$ cat src/rtl/gray_to_bin.sv
// gray_to_bin
// Gray-code to binary converter for the receiving side of a Gray-coded
// pointer crossing (for example the write pointer seen in the read domain).
//
// Ports:
//   clk        in   1      local-domain clock, rising edge
//   rst_n      in   1      asynchronous active-low reset
//   gray_in    in   WIDTH  Gray word, may be asynchronous to clk
//   binary_out out  WIDTH  combinational binary equivalent of gray_in
//   gray_sync  out  WIDTH  gray_in after the SYNC_STAGES synchronizer
//   binary_q   out  WIDTH  registered binary equivalent of gray_sync
//   gray_err   out  1      one-cycle pulse when successive gray_sync values
//                          differ in more than one bit
module gray_to_bin #(
  parameter int WIDTH       = 4,
  parameter int SYNC_STAGES = 2
) (
  input  logic             clk,
  input  logic             rst_n,
  input  logic [WIDTH-1:0] gray_in,
  output logic [WIDTH-1:0] binary_out,
  output logic [WIDTH-1:0] gray_sync,
  output logic [WIDTH-1:0] binary_q,
  output logic             gray_err
);

  // b[i] is the XOR of g[WIDTH-1:i]; built MSB-first as a running XOR.
  function automatic logic [WIDTH-1:0] gray2bin(input logic [WIDTH-1:0] g);
    logic [WIDTH-1:0] b;
    b = {WIDTH{1'b0}};
    b[WIDTH-1] = g[WIDTH-1];
    for (int i = WIDTH - 2; i >= 0; i--) begin
      b[i] = b[i+1] ^ g[i];
    end
    return b;
  endfunction

  // True when more than one bit of d is set: clearing the lowest set bit
  // leaves something behind only if a second bit was set.
  function automatic logic multi_bit(input logic [WIDTH-1:0] d);
    return |(d & (d - {{(WIDTH-1){1'b0}}, 1'b1}));
  endfunction

  logic [WIDTH-1:0] sync_r [SYNC_STAGES];
  logic [WIDTH-1:0] prev_r;
  logic [WIDTH-1:0] binary_q_r;
  logic             gray_err_r;
  logic [WIDTH-1:0] binary_out_s;
  logic             err_next_s;

  // Combinational conversion of the raw input; no clock or reset involvement.
  always_comb begin
    binary_out_s = gray2bin(gray_in);
  end

  // Error decision compares the current synchronized word with the one before.
  always_comb begin
    err_next_s = multi_bit(sync_r[SYNC_STAGES-1] ^ prev_r);
  end

  // Synchronizer chain: plain flop-to-flop, no logic between stages.
  always_ff @(posedge clk or negedge rst_n) begin
    if (!rst_n) begin
      for (int k = 0; k < SYNC_STAGES; k++) begin
        sync_r[k] <= {WIDTH{1'b0}};
      end
    end else begin
      sync_r[0] <= gray_in;
      for (int k = 1; k < SYNC_STAGES; k++) begin
        sync_r[k] <= sync_r[k-1];
      end
    end
  end

  // Registered conversion, previous-value tracking and error pulse.
  always_ff @(posedge clk or negedge rst_n) begin
    if (!rst_n) begin
      prev_r     <= {WIDTH{1'b0}};
      binary_q_r <= {WIDTH{1'b0}};
      gray_err_r <= 1'b0;
    end else begin
      prev_r     <= sync_r[SYNC_STAGES-1];
      binary_q_r <= gray2bin(sync_r[SYNC_STAGES-1]);
      gray_err_r <= err_next_s;
    end
  end

  assign binary_out = binary_out_s;
  assign gray_sync  = sync_r[SYNC_STAGES-1];
  assign binary_q   = binary_q_r;
  assign gray_err   = gray_err_r;

endmodule

$ cat config.mk
export PLATFORM = sky130hd
export DESIGN_NAME = gray_to_bin
export DESIGN_NICKNAME = d
export VERILOG_FILES = /design/src/rtl/gray_to_bin.sv
export SDC_FILE = /design/constraint.sdc
export NUM_CORES = 1
export LEC_CHECK = 0
export BUFFER_PORTS_ARGS = -buffer_cell sky130_fd_sc_hd__buf_4
export CAP_MARGIN = 20
export CORE_AREA = 4 4 41 43
export DETAILED_ROUTE_END_ITERATION = 7
export DIE_AREA = 0 0 45 47
export GPL_ROUTABILITY_DRIVEN = 0
export PLACE_DENSITY = 0.7
export SYNTH_ARGS = -nofsm -noshare
export SYNTH_HDL_FRONTEND = slang
export SYNTH_SLANG_ARGS = --single-unit
$ cat constraint.sdc
create_clock -name clk -period 3.05 [get_ports clk]
set_input_delay 0.61 -clock clk [delete_from_list [all_inputs] [get_ports clk]]
set_output_delay 0.61 -clock clk [all_outputs]
set_load 0.05 [all_outputs]
==> flow_metrics.tcl, run 1 <==
set metrics [dict create \
    portBuffers 18 \
    grtUsageMet1 0.0835 \
    setup_violations 0 \
    min_path_type "input port to asynchronous set/reset pin" \
    worstMarginPinSlew_ns 0.228 \
    wl_microns 798 \
    root_buffer "clkbuf_4" \
    fmax_mhz 466 \
    die_h_microns 47 \
    grtUsageMet3 0.0383 \
    regToRegEndpoint "binary_q[0]" \
    busiest_layer "met2" \
    post-dp-hpwl_microns 632 \
    holdWs_ns 0.179 \
    yosysTopAreaCell "dfrtp_1" \
    insertion_delay_ns 0.27 \
    yosysWarnings 0 \
    relSlewSlack 0.847 \
    p_leak_nw 0.336 \
    initial_core_util 0.424 \
    drtIter0Drc 0 \
    cts_setup_buffers 0 \
    cts_buffer_depth 2 \
    drv_slew 0 \
    rsz0062_at_grt "false" \
    vias_per_cell 4.60 \
    hold_buffers 0 \
    p_per_area_nw_per_um2 662 \
    layout-drive-gt1-share 0.480 \
    antenna_found_initial 0 \
    cts_tree "done" \
    cts-htree-levels 1 \
    synth.distinct_cells 5 \
    drv_cap 0 \
    die-area_sq_um 2120 \
    peakVddDrop_uv 305 \
    io_pins 19 \
    fin_crit_sh 0.704 \
    grt_use_met2 0.161 \
    synthTopCellsByArea "dfrtp_1, xor2_1, buf_4" \
    final_cells 65 \
    dr.pass1.iters 1 \
    arrival_ns 1.54 \
    ctsResizeCount 0 \
    fin_area_sq_um 706 \
    n_fill_cell 125 \
    diodes 0 \
    drc 0 \
    cts_made_buffers 3 \
    core_region_area_sq_um 1300 \
    grt.total_usage 0.0900 \
    grt_pass1_wl_mm 1.29 \
    final_util 0.542 \
    clock_sinks 16 \
    clk_pin_slew_ns 0.08 \
    crit_path_end_kind "output port" \
    seq_area_frac_synth 0.726 \
    grt_pass1_vias 317 \
    final_common_cell "buf_4" \
    overflow 0 \
    setup-tns-final_ns 0 \
    synth_top_cell_area_share 0.726 \
    dp.cells 62 \
    final_cell_mix "buf_4, dfrtp_1, xor2_1" \
    required_ns 2.44 \
    finClkSkew_ns 0.00182 \
    power_mw 0.467 \
    syn_to_final_growth_pct 27.9 \
    ys_ff_latch 16 \
    status "finished clean" \
    synth.avg_cell_area_sq_um 15.8 \
    r2r_cells 3 \
    synth_fp_nets 41 \
    rows 13 \
    die_x_microns 45 \
    syn_area_sq_um 552 \
    dp_slack_ns 0.912 \
    cp-start-kind "input port" \
    placed_cell_area_sq_um 683 \
    r2r_start "gray_sync[3]" \
    hold_viol 0 \
    path_max_fanout 2 \
    grt_max_degree 17 \
    reg2reg_slack_ns 1.89 \
    worst_slack_ns 0.902 \
    worstSetupPathType "input port to output port" \
    avgRoutedWirePerCell_microns 12.3 \
    vias 299 \
    num-nets-final 58 \
    fin_crit_ns 2.15 \
    netlist_instances 35 \
    detail-route-antenna-nets 0 \
]
==> synth_stat cells, drive strengths merged <==
| cell | number |
|---|---|
| a211oi | 2 |
| nor2 | 1 |
| buf | 6 |
| dfrtp | 16 |
| xor2 | 10 |
==> cell type report <==
class	instances	area, sq um	share of cell area
multi-input cells	13	129	0.183
well taps	15	18.8	0.0266
clock buffers	3	22.5	0.0319
flip-flops and latches	16	400	0.567
repair buffers	18	135	0.191
==> report_power, final <==
part           total (mW)  internal, mW  leakage, nW  switching (mW)
clock               0.100        0.0456       0.0138          0.0548
combinational       0.130        0.0375        0.136          0.0928
sequential          0.236         0.228        0.186         0.00824
==> logic make-up after synthesis <==
family | count (synthesis) | share of synthesized area
DFF | 16 | 0.726
xor gates and xnor gates | 10 | 0.159
buffers and inverters | 6 | 0.0816
AOI/OAI and AO/OA | 2 | 0.0272
and+or+nand+nor | 1 | 0.00680
==> worst max-delay path by stage <==
stage / end / slack (ns) / start / cells after the start
after CTS: binary_out[0] / 0.90 / gray_in[2] / 5
final: binary_out[0] / 0.90 / gray_in[2] / 5
after floorplan: binary_out[0] / 0.12 / gray_in[2] / 3
after global routing: binary_out[0] / 0.83 / gray_in[2] / 5
after global placement: binary_out[0] / 0.94 / gray_in[2] / 5
after detailed placement: binary_out[0] / 0.91 / gray_in[2] / 5
==> critical path: stages <==
cell    delay (ns)
buf_4         0.12
xor2_2        0.22
xor2_2        0.23
xor2_2        0.15
buf_4         0.21
==> sequential cells by signal, indices dropped and copies added (netlist names) <==
register and flops:
binary_q 4, gray_sync 4, sync_r 4, prev_r 3, gray_err 1
==> layer usage <==
| layer | up-vias | share of wire |
|---|---|---|
| li1 | 133 | - |
| met1 | 150 | 0.34 |
| met2 | 16 | 0.53 |
| met3 | 0 | 0.13 |
| met4 | 0 | 0 |
| met5 | - | 0 |
(Power assumes the default switching activity.)
==> run 2: changes to the inputs <==
- clock period: 3.05 -> 2 ns (I/O delays scaled with it)
==> run 2 against run 1 <==
  * Power rose by 65%
  * First-iteration DRC count increased by 4
  * Worst hold slack improved by 0.10 ns
  * Global-route usage shrank 0.16 points
  * Critical path type unchanged
  * Largest cell class unchanged
  * Highest routed layer unchanged
==> flow_metrics.tcl, run 2 (synthesized netlist as in run 1, its figures left out) <==
set metrics [dict create \
    drc 0 \
    status "finished clean" \
    cpMostUsedCell "xor2_4" \
    min_path_type "input port to register" \
    initial_core_util 0.424 \
    rows 13 \
    io_pins 19 \
    p_leak_nw 0.353 \
    grt_pass1_wl_mm 1.32 \
    dr.pass1.iters 4 \
    r2r_cells 3 \
    wl_microns 827 \
    detail-route-antenna-nets 0 \
    cp_top_family "XOR/XNOR gates" \
    drv_slew 0 \
    die_x_microns 45 \
    fin_crit_sh 0.869 \
    worstMarginPinSlew_ns 0.219 \
    vias 299 \
    holdPathStages 1 \
    drtIter0Drc 4 \
    clock_sinks 16 \
    cp.buffers_inverters 2 \
    drv_cap 0 \
    slowest_stage "xor2_4" \
    diodes 0 \
    required_ns 1.60 \
    max_stage_delay_ns 0.23 \
    syn_to_final_growth_pct 38.3 \
    root_buffer "clkbuf_4" \
    worstPathCellList "buf_4, xor2_4, xor2_4, xor2_4, buf_4" \
    p_per_area_nw_per_um2 1010 \
    insertion_delay_ns 0.27 \
    num-nets-final 59 \
    fin_crit_ns 1.74 \
    cp.depth 5 \
    vias_per_cell 4.46 \
    antenna_found_initial 0 \
    placed_cell_area_sq_um 717 \
    clk_pin_slew_ns 0.08 \
    cts_buffer_depth 2 \
    cp-start-kind "input port" \
    arrival_ns 1.34 \
    setup-tns-final_ns 0 \
    setup_violations 0 \
    peakVddDrop_uv 499 \
    fin_area_sq_um 763 \
    grt_pass1_vias 315 \
    worstSetupPathType "input port to output port" \
    final_cell_mix "buf_4, dfrtp_1, xor2_1" \
    overflow 0 \
    rsz0062_at_grt "false" \
    relSlewSlack 0.854 \
    layout-drive-gt1-share 0.481 \
    core_region_area_sq_um 1300 \
    die-area_sq_um 2120 \
    crit_path_end_kind "output port" \
    grt_max_degree 17 \
    cts-htree-levels 1 \
    ctsResizeCount 0 \
    path_max_fanout 2 \
    die_h_microns 47 \
    grt.total_usage 0.0885 \
    cts_tree "done" \
    portBuffers 18 \
    fmax_mhz 576 \
    hold_viol 0 \
    avgRoutedWirePerCell_microns 12.3 \
    final_common_cell "buf_4" \
    finClkSkew_ns 0.00103 \
    n_fill_cell 117 \
    cts_made_buffers 3 \
]
run 2: cell count changes in the layout (fill, tap and decap cells not counted), sizes merged:
cell / before / now
dlygate4sd3: 0 / 1
clkbuf: 3 / 4
run 2: timing repair:
action,CTS,global route
setup buffers,0,0
endpoints found under the setup margin,0,0
endpoints found under the hold margin,16,0
hold buffers,1,0
run 2: per-stage QoR:
stage	cells	setup WS, ns	power, mW	hold slack (ns)	utilization
after floorplan	35	-0.0469	0.514	0.104	-
after global routing	67	0.228	0.807	0.260	0.587
after detailed placement	62	0.261	0.579	0.265	0.551
after CTS	67	0.247	0.781	0.272	0.587
final	67	0.263	0.770	0.280	0.587
after global placement	62	0.265	0.573	0.257	0.551
run 2: where the power goes:
| part | switching (mW) | internal [mW] |
|---|---|---|
| clock network | 0.0887 | 0.110 |
| logic | 0.147 | 0.0641 |
| registers | 0.0123 | 0.348 |
run 2: worst reg2reg max path, delay by kind of cell, from the launching register on:
| kind | cells | cell delay, ns |
|---|---|---|
| flops | 1 | 0.43 |
| xor+xnor | 3 | 0.65 |
run 2: cell type report:
class	instances	area, sq um	share of cell area
Clock buffer	4	36.3	0.0475
Multi-Input combinational cell	13	163	0.213
Sequential cell	16	400	0.525
Tap cell	15	18.8	0.0246
Timing Repair Buffer	19	145	0.190
run 2: metal layers:
layer / part of all wire / routed length (microns) / up-vias / global-route usage
li1: - / - / 135 / -
met1: 0.34 / 284 / 149 / 0.0911
met2: 0.54 / 449 / 15 / 0.164
met3: 0.11 / 93 / 0 / 0.0421
met4: 0 / 0 / 0 / 0.0175
met5: 0 / 0 / - / 0
run 2: path summary, 6_finish.rpt:
| path | start | to | slack [ns] |
|---|---|---|---|
| min reg2reg | sync_r[6] | gray_sync[2] | 0.36 |
| max reg2reg | gray_sync[3] | binary_q[0] | 0.86 |
| min | gray_in[0] | sync_r[4] | 0.28 |
| min in group asynchronous | rst_n | prev_r[2] | 0.51 |
| max | gray_in[2] | binary_out[0] | 0.26 |
| max in group asynchronous | rst_n | gray_sync[3] | 1.32 |
